==> src/rtl/vga_scan_gen.sv <==
// Pixel-timing generator for the 640x480@60 Hz VGA path: pixel-tick divider,
// scan counters, and sync/blank decodes delayed to match downstream read latency.
module vga_scan_gen #(
   parameter int unsigned CLK_DIV  = 2,
   parameter int unsigned H_ACTIVE = 640,
   parameter int unsigned H_FP     = 16,
   parameter int unsigned H_SYNC   = 96,
   parameter int unsigned H_BP     = 48,
   parameter int unsigned V_ACTIVE = 480,
   parameter int unsigned V_FP     = 10,
   parameter int unsigned V_SYNC   = 2,
   parameter int unsigned V_BP     = 33,
   parameter int unsigned SYNC_DLY = 2
) (
   input  logic       clk,
   input  logic       rst,
   output logic       pix_en,
   output logic [9:0] c,
   output logic [9:0] r,
   output logic       hsync,
   output logic       vsync,
   output logic       active,
   output logic       line_start,
   output logic       frame_start,
   output logic [7:0] frame_cnt
);

   localparam int unsigned CW       = 10;
   localparam int unsigned DW       = 4;
   localparam int unsigned FW       = 8;
   localparam int unsigned H_TOTAL  = H_ACTIVE + H_FP + H_SYNC + H_BP;
   localparam int unsigned V_TOTAL  = V_ACTIVE + V_FP + V_SYNC + V_BP;
   localparam int unsigned HS_START = H_ACTIVE + H_FP;
   localparam int unsigned HS_END   = HS_START + H_SYNC;
   localparam int unsigned VS_START = V_ACTIVE + V_FP;
   localparam int unsigned VS_END   = VS_START + V_SYNC;

   logic [DW-1:0] div_cnt;
   logic          hs_raw;
   logic          vs_raw;
   logic          active_raw;
   logic [2:0]    dly [SYNC_DLY];

   // Pixel-tick divider; with CLK_DIV=1 the compare is always true so pix_en stays high.
   always_ff @(posedge clk or posedge rst) begin
      if (rst) begin
         div_cnt <= '0;
         pix_en  <= 1'(CLK_DIV == 1);
      end else begin
         div_cnt <= (div_cnt == DW'(CLK_DIV - 1)) ? '0 : div_cnt + DW'(1);
         pix_en  <= (div_cnt == DW'(CLK_DIV - 1));
      end
   end

   // Column, row and frame counters advance once per pixel tick.
   always_ff @(posedge clk or posedge rst) begin
      if (rst) begin
         c         <= '0;
         r         <= '0;
         frame_cnt <= '0;
      end else if (pix_en) begin
         if (c == CW'(H_TOTAL - 1)) begin
            c <= '0;
            if (r == CW'(V_TOTAL - 1)) begin
               r         <= '0;
               frame_cnt <= frame_cnt + FW'(1);
            end else begin
               r <= r + CW'(1);
            end
         end else begin
            c <= c + CW'(1);
         end
      end
   end

   always_comb begin
      active_raw = (c < CW'(H_ACTIVE)) && (r < CW'(V_ACTIVE));
      hs_raw     = !((c >= CW'(HS_START)) && (c < CW'(HS_END)));
      vs_raw     = !((r >= CW'(VS_START)) && (r < CW'(VS_END)));
   end

   // Delay line for {hsync, vsync, active}; idle pattern is syncs high, blanked.
   always_ff @(posedge clk or posedge rst) begin
      if (rst) begin
         for (int i = 0; i < int'(SYNC_DLY); i++) dly[i] <= 3'b110;
      end else if (pix_en) begin
         dly[0] <= {hs_raw, vs_raw, active_raw};
         for (int i = 1; i < int'(SYNC_DLY); i++) dly[i] <= dly[i-1];
      end
   end

   assign {hsync, vsync, active} = dly[SYNC_DLY-1];

   always_comb begin
      line_start  = pix_en && (c == CW'(H_TOTAL - 1));
      frame_start = line_start && (r == CW'(V_TOTAL - 1));
   end

endmodule

==> config.mk <==
export PLATFORM = sky130hd
export DESIGN_NAME = vga_scan_gen
export DESIGN_NICKNAME = d
export VERILOG_FILES = /design/src/rtl/vga_scan_gen.sv
export SDC_FILE = /design/constraint.sdc
export NUM_CORES = 1
export LEC_CHECK = 0
export ABC_AREA = 1
export BUFFER_PORTS_ARGS = -buffer_cell sky130_fd_sc_hd__buf_2
export CAP_MARGIN = 25
export CORE_MARGIN = 5
export CORE_UTILIZATION = 55
export DETAILED_ROUTE_END_ITERATION = 16
export GPL_TIMING_DRIVEN = 1
export PLACE_DENSITY_LB_ADDON = 0.12
export SYNTH_ARGS = -nofsm -noshare
export SYNTH_HDL_FRONTEND = slang
export SYNTH_SLANG_ARGS = --single-unit
==> constraint.sdc <==
create_clock -name clk -period 2.1 [get_ports clk]
set_input_delay 0.21 -clock clk [delete_from_list [all_inputs] [get_ports clk]]
set_output_delay 0.21 -clock clk [all_outputs]
set_load 0.05 [all_outputs]
* Yosys cells after proc, flatten, opt, wreduce, memory -nomap -nowiden
Index checks and enable logic that the tools add are counted.
** Cells by class
- Reduce and logical (&&, ||, !) cells :: 9
- Mux-type cells :: 3
- Add/subtract/negate cells :: 4
- $lt $le $gt $ge :: 6
- Equality and inequality tests :: 3
** Operator list (count)
- 10-bit by 1-bit adder with 10-bit output, second input constant :: 2
- 10-bit equality test, second input constant :: 2
- 10-bit less-than comparator, second input constant :: 2
- 10-bit by 9-bit less-than comparator with 1-bit output, second input constant :: 2
- 10-bit 2-to-1 mux :: 2
- 10-bit >= comparator, second input constant :: 1
- 10-bit by 9-bit >= comparator with 1-bit output, second input constant :: 1
- 8-bit by 1-bit adder with 8-bit output, second input constant :: 1
- 1-bit logical AND :: 5
- 4-bit by 1-bit adder with 4-bit output, second input constant :: 1
- 4-bit by 1-bit equality test with 1-bit output, second input constant :: 1
- 4-bit 2-to-1 mux :: 1
- 3-bit AND reduction :: 1
- 1-bit logical NOT :: 2
- 2-bit AND reduction :: 1
** Storage, ports and cells
- Register bits :: 39
- Logic and storage cells :: 32
- Output and inout bits :: 34

* Depth between registers and ports, before layout
- Depth in word-level cells :: 3
- Mapped depth :: 9

* Least setup slack after synthesis
Ideal clock, no wire load.
- Path type :: register to output
- Start :: register c[1]
- End :: output port frame_start
- Required time :: 1890 ps
- Buffers on the path :: 1
- Data arrival time :: 1665 ps
- Slack :: 225 ps
- Cell stages (with the launch flop) :: 7
- Path through :: dfrtp_1 > ha_1 > nand2_2 > nor2_4 > nand4_4 > nor2_8 > buf_8
** Between the ends
- Cells in the longest elaborated chain, start to end :: 3
** Ends and longest elaborated chain
- from (decl) :: line 18 : output logic [9:0] c,
- from (signal assigned) :: line 71 : c <= c + CW'(1);
- 10-bit equality test :: line 95 : line_start = pix_en && (c == CW'(H_TOTAL - 1));
- 1-bit logical AND :: line 95
- 1-bit logical AND :: line 96 : frame_start = line_start && (r == CW'(V_TOTAL - 1));
- to (decl) :: line 24 : output logic frame_start,
Every way passes these cells.

* Worst setup path in the final report
- Start :: register r[0]
- End :: output port frame_start
** Between the ends
- Cells in the longest elaborated chain, start to end :: 2
** Ends and longest elaborated chain
- from (decl) :: line 19 : output logic [9:0] r,
- from (signal assigned) :: line 68 : r <= r + CW'(1);
- 10-bit equality test :: line 96
- 1-bit logical AND :: line 96
Every way passes these cells.

==> impl_results.md <==
- Run status: finished clean
- Worst min path class: input pin to async pin
- Via density per instance: 5.061
- Synth Net Count: 261
- Peak supply drop: 328.1 uV
- Total track usage: 0.1843
- DRC errors left: 0
- Vias: 1741
- Worst setup EP type: output port
- Worst flop-to-flop path startpoint: r[0]
- Synth Area in XOR/XNOR: 0.05362
- Fin crit share: 0.9373
- Fin. Hold Viols: 0
- Layout cell share with drive strength beyond 1: 0.2331
- Vias in the first global route: 1674
- Fillers: 315
- Antenna Cells: 0
- Initial Utilization: 0.5756
- GP Congestion: 0.8393
- Cts repair resizes: 0
- Setup Skew: 7.300 ps
- Power per cell area: 523.9 mW/mm^2
- Adder-Cell Fraction of Synth Area: 0.02946
- CTS tree: built
- Multi-input combinational cell area: 975.9 sq um
- R2R depth: 8
- Sequential element share of the synthesized area: 0.4620
- DIE AREA: 0.005203 sq mm
- Synth Area per Inst: 8.359 sq um
- Rows: 22
- Initial antenna violation count: 0
- R2R setup slack: 450 ps
- Postcts setup bufs: 0
- First-pass GRT wire length: 7.534 mm
- Mux cell area share after synthesis: 0
- Estimated wirelength of the detail-placed design: 3.171 mm
- I/O Pins: 36
- Detailed Route WL: 4.233 mm
- DR iter-0 viols: 43
- Final setup TNS: 0 ps
- Slew Limit Fails: 0
- Post-synth EDFFs: 0
- Post-synthesis compound-gate area fraction: 0.08132
- Setup violators final: 0
- CP Launch Point: r[0]
- Nature of the critical path startpoint: register
- Hold_buf cts: 0
- Post-synthesis cell count: 254
- Cell taking the most area after synthesis: dfrtp_1
- Yosys top cell area share: 0.4125
- Async S/R FF share, synth: 1.000
- Ys Warns: 0
- Yosys cell types: 29
- Sink Count: 39
- Post-DRT Antenna Nets: 0
- Clk Latency, worst-skew pair: 290 ps
- Top-count cell post-synth: nand2_1
- Area contributors post-synth: dfrtp_1 (41%), nand2_1 (11%), inv_1 (5.5%), xor2_1 (5.4%), dfstp_2 (4.9%)
- Area growth syn-to-layout: 14.91%
- Area of the core: 0.003689 sq mm
- Max frequency: 508.1 MHz
- Worst r2r dst: frame_cnt[3]
- Die extent in x: 72.14 um
- Drt wl/cell: 12.31 um
- # port buffers: 35
- CP Data Arrival Time: 1760 ps
- #FFs+latches synth: 39
- Crit path to: frame_start
- Longest Clk Path Bufs: 2
- Post-Synthesis Cell Area: 0.002123 sq mm
- Simple-gate share of the synthesized area: 0.2952
- Chip Height: 72.14 um
- RSZ-0062 raised after global routing: no
- Clk slew on worst S/H paths: 70 ps
- CP required: 1890 ps
- Slew margin rel.: 0.6793
- CTS Buf Count: 5
- Max Cap Viol: 0
- Synth Flop Type: dfrtp_1
- Largest net degree at the start of global routing: 40
- First-pass DRT Iterations: 4
- Nets: 303
- Leak: 1.292 nW
- Seq. cell area: 980.9 sq um
- Critical path fanouts, max: 9
- Largest family of logic cells by synthesized area: simple AND/OR/NAND/NOR gates
- H-tree Lvls: 2
- Worst-margin pin slew: 481.0 ps
- Overflow after GRT: 0
- Power, Total: 0.001278 W
- Root Buffer: clkbuf_8
- Top post-synthesis cells by count: nand2_1 (61), dfrtp_1 (35), inv_1 (31)
- Crit Path Class: register to output port
- Final min period: 1968 ps
-- cells in the final DEF (no fill, tap or decap), drive strengths merged, types with 4 or more instances in the layout --
master  instances
a21oi           6
xor2           13
nor2           32
nand4           8
dfstp           4
nand3          15
nor3            5
buf            39
inv            32
clkbuf          7
o21ai          21
dfrtp          35
ha              5
nand2          66
-- kinds of logic (layout without fill, tap and decap cells) --
kind of cell               count (synthesis)  after routing
AOI/OAI and AO/OA                         32             32
xor gates and xnor gates                  13             13
adders and majority gates                  5              5
buffers and inverters                     37             79
DFF                                       39             39
and+or+nand+nor                          128            128
-- registers in the layout, summed over array words and instances, names as in the netlist --
name	flops
div_cnt	4
pix_en	1
c	10
vsync	1
frame_cnt	8
active	1
r	10
hsync	1
dly	3
-- worst min path at each step --
stage	cells after the start	to
finish	3	frame_cnt[4]
floorplan	1	active
CTS	3	dly[3]
detailed placement	3	frame_cnt[5]
global placement	3	div_cnt[2]
global route	3	c[7]
-- worst max-delay path: stages (launching register included) --
cell and delay, ps:
dfrtp_1 430, inv_1 130, ha_1 150, inv_1 60, nor2_4 120, nand4_4 180
nor2_8 160, clkbuf_4 230
-- final cells by class --
cell class              instances  share of cell area
clock buffers                   6             0.03385
flip-flops and latches         39              0.4021
inverters                      32             0.04923
well taps                      48             0.02462
clock inverters                 1            0.002051
multi-input cells             178              0.4000
repair buffers                 40             0.08820
-- report_power, final --
part	total, W	switching, W	internal (W)	leakage (nW)
clock	0.000511	0.000254	0.000258	0.0470
combinational	0.0000162	0.0000142	0.00000202	0.738
sequential	0.000751	0	0.000751	0.506
-- metal layers --
metal / routed length, um / track usage
met2: 1883 / 0.2679
met3: 254 / 0.06371
met5: 0 / 0
met1: 2006 / 0.2502
met4: 89 / 0.07724
-- per-stage QoR --
stage	instances	cell area (sq um)	hold WS, ps	setup WS, ps	utilization
after floorplan	254	2123	412.1	225.2	-
after global placement	337	2350	352.7	434.8	0.6370
after detailed placement	337	2350	356.6	395.1	0.6370
after CTS	344	2437	37.07	65.56	0.6608
after global routing	344	2440	75.70	6.380	0.6615
final	344	2440	24.19	131.7	0.6615
No activity file was read; power rests on OpenSTA's default activity.
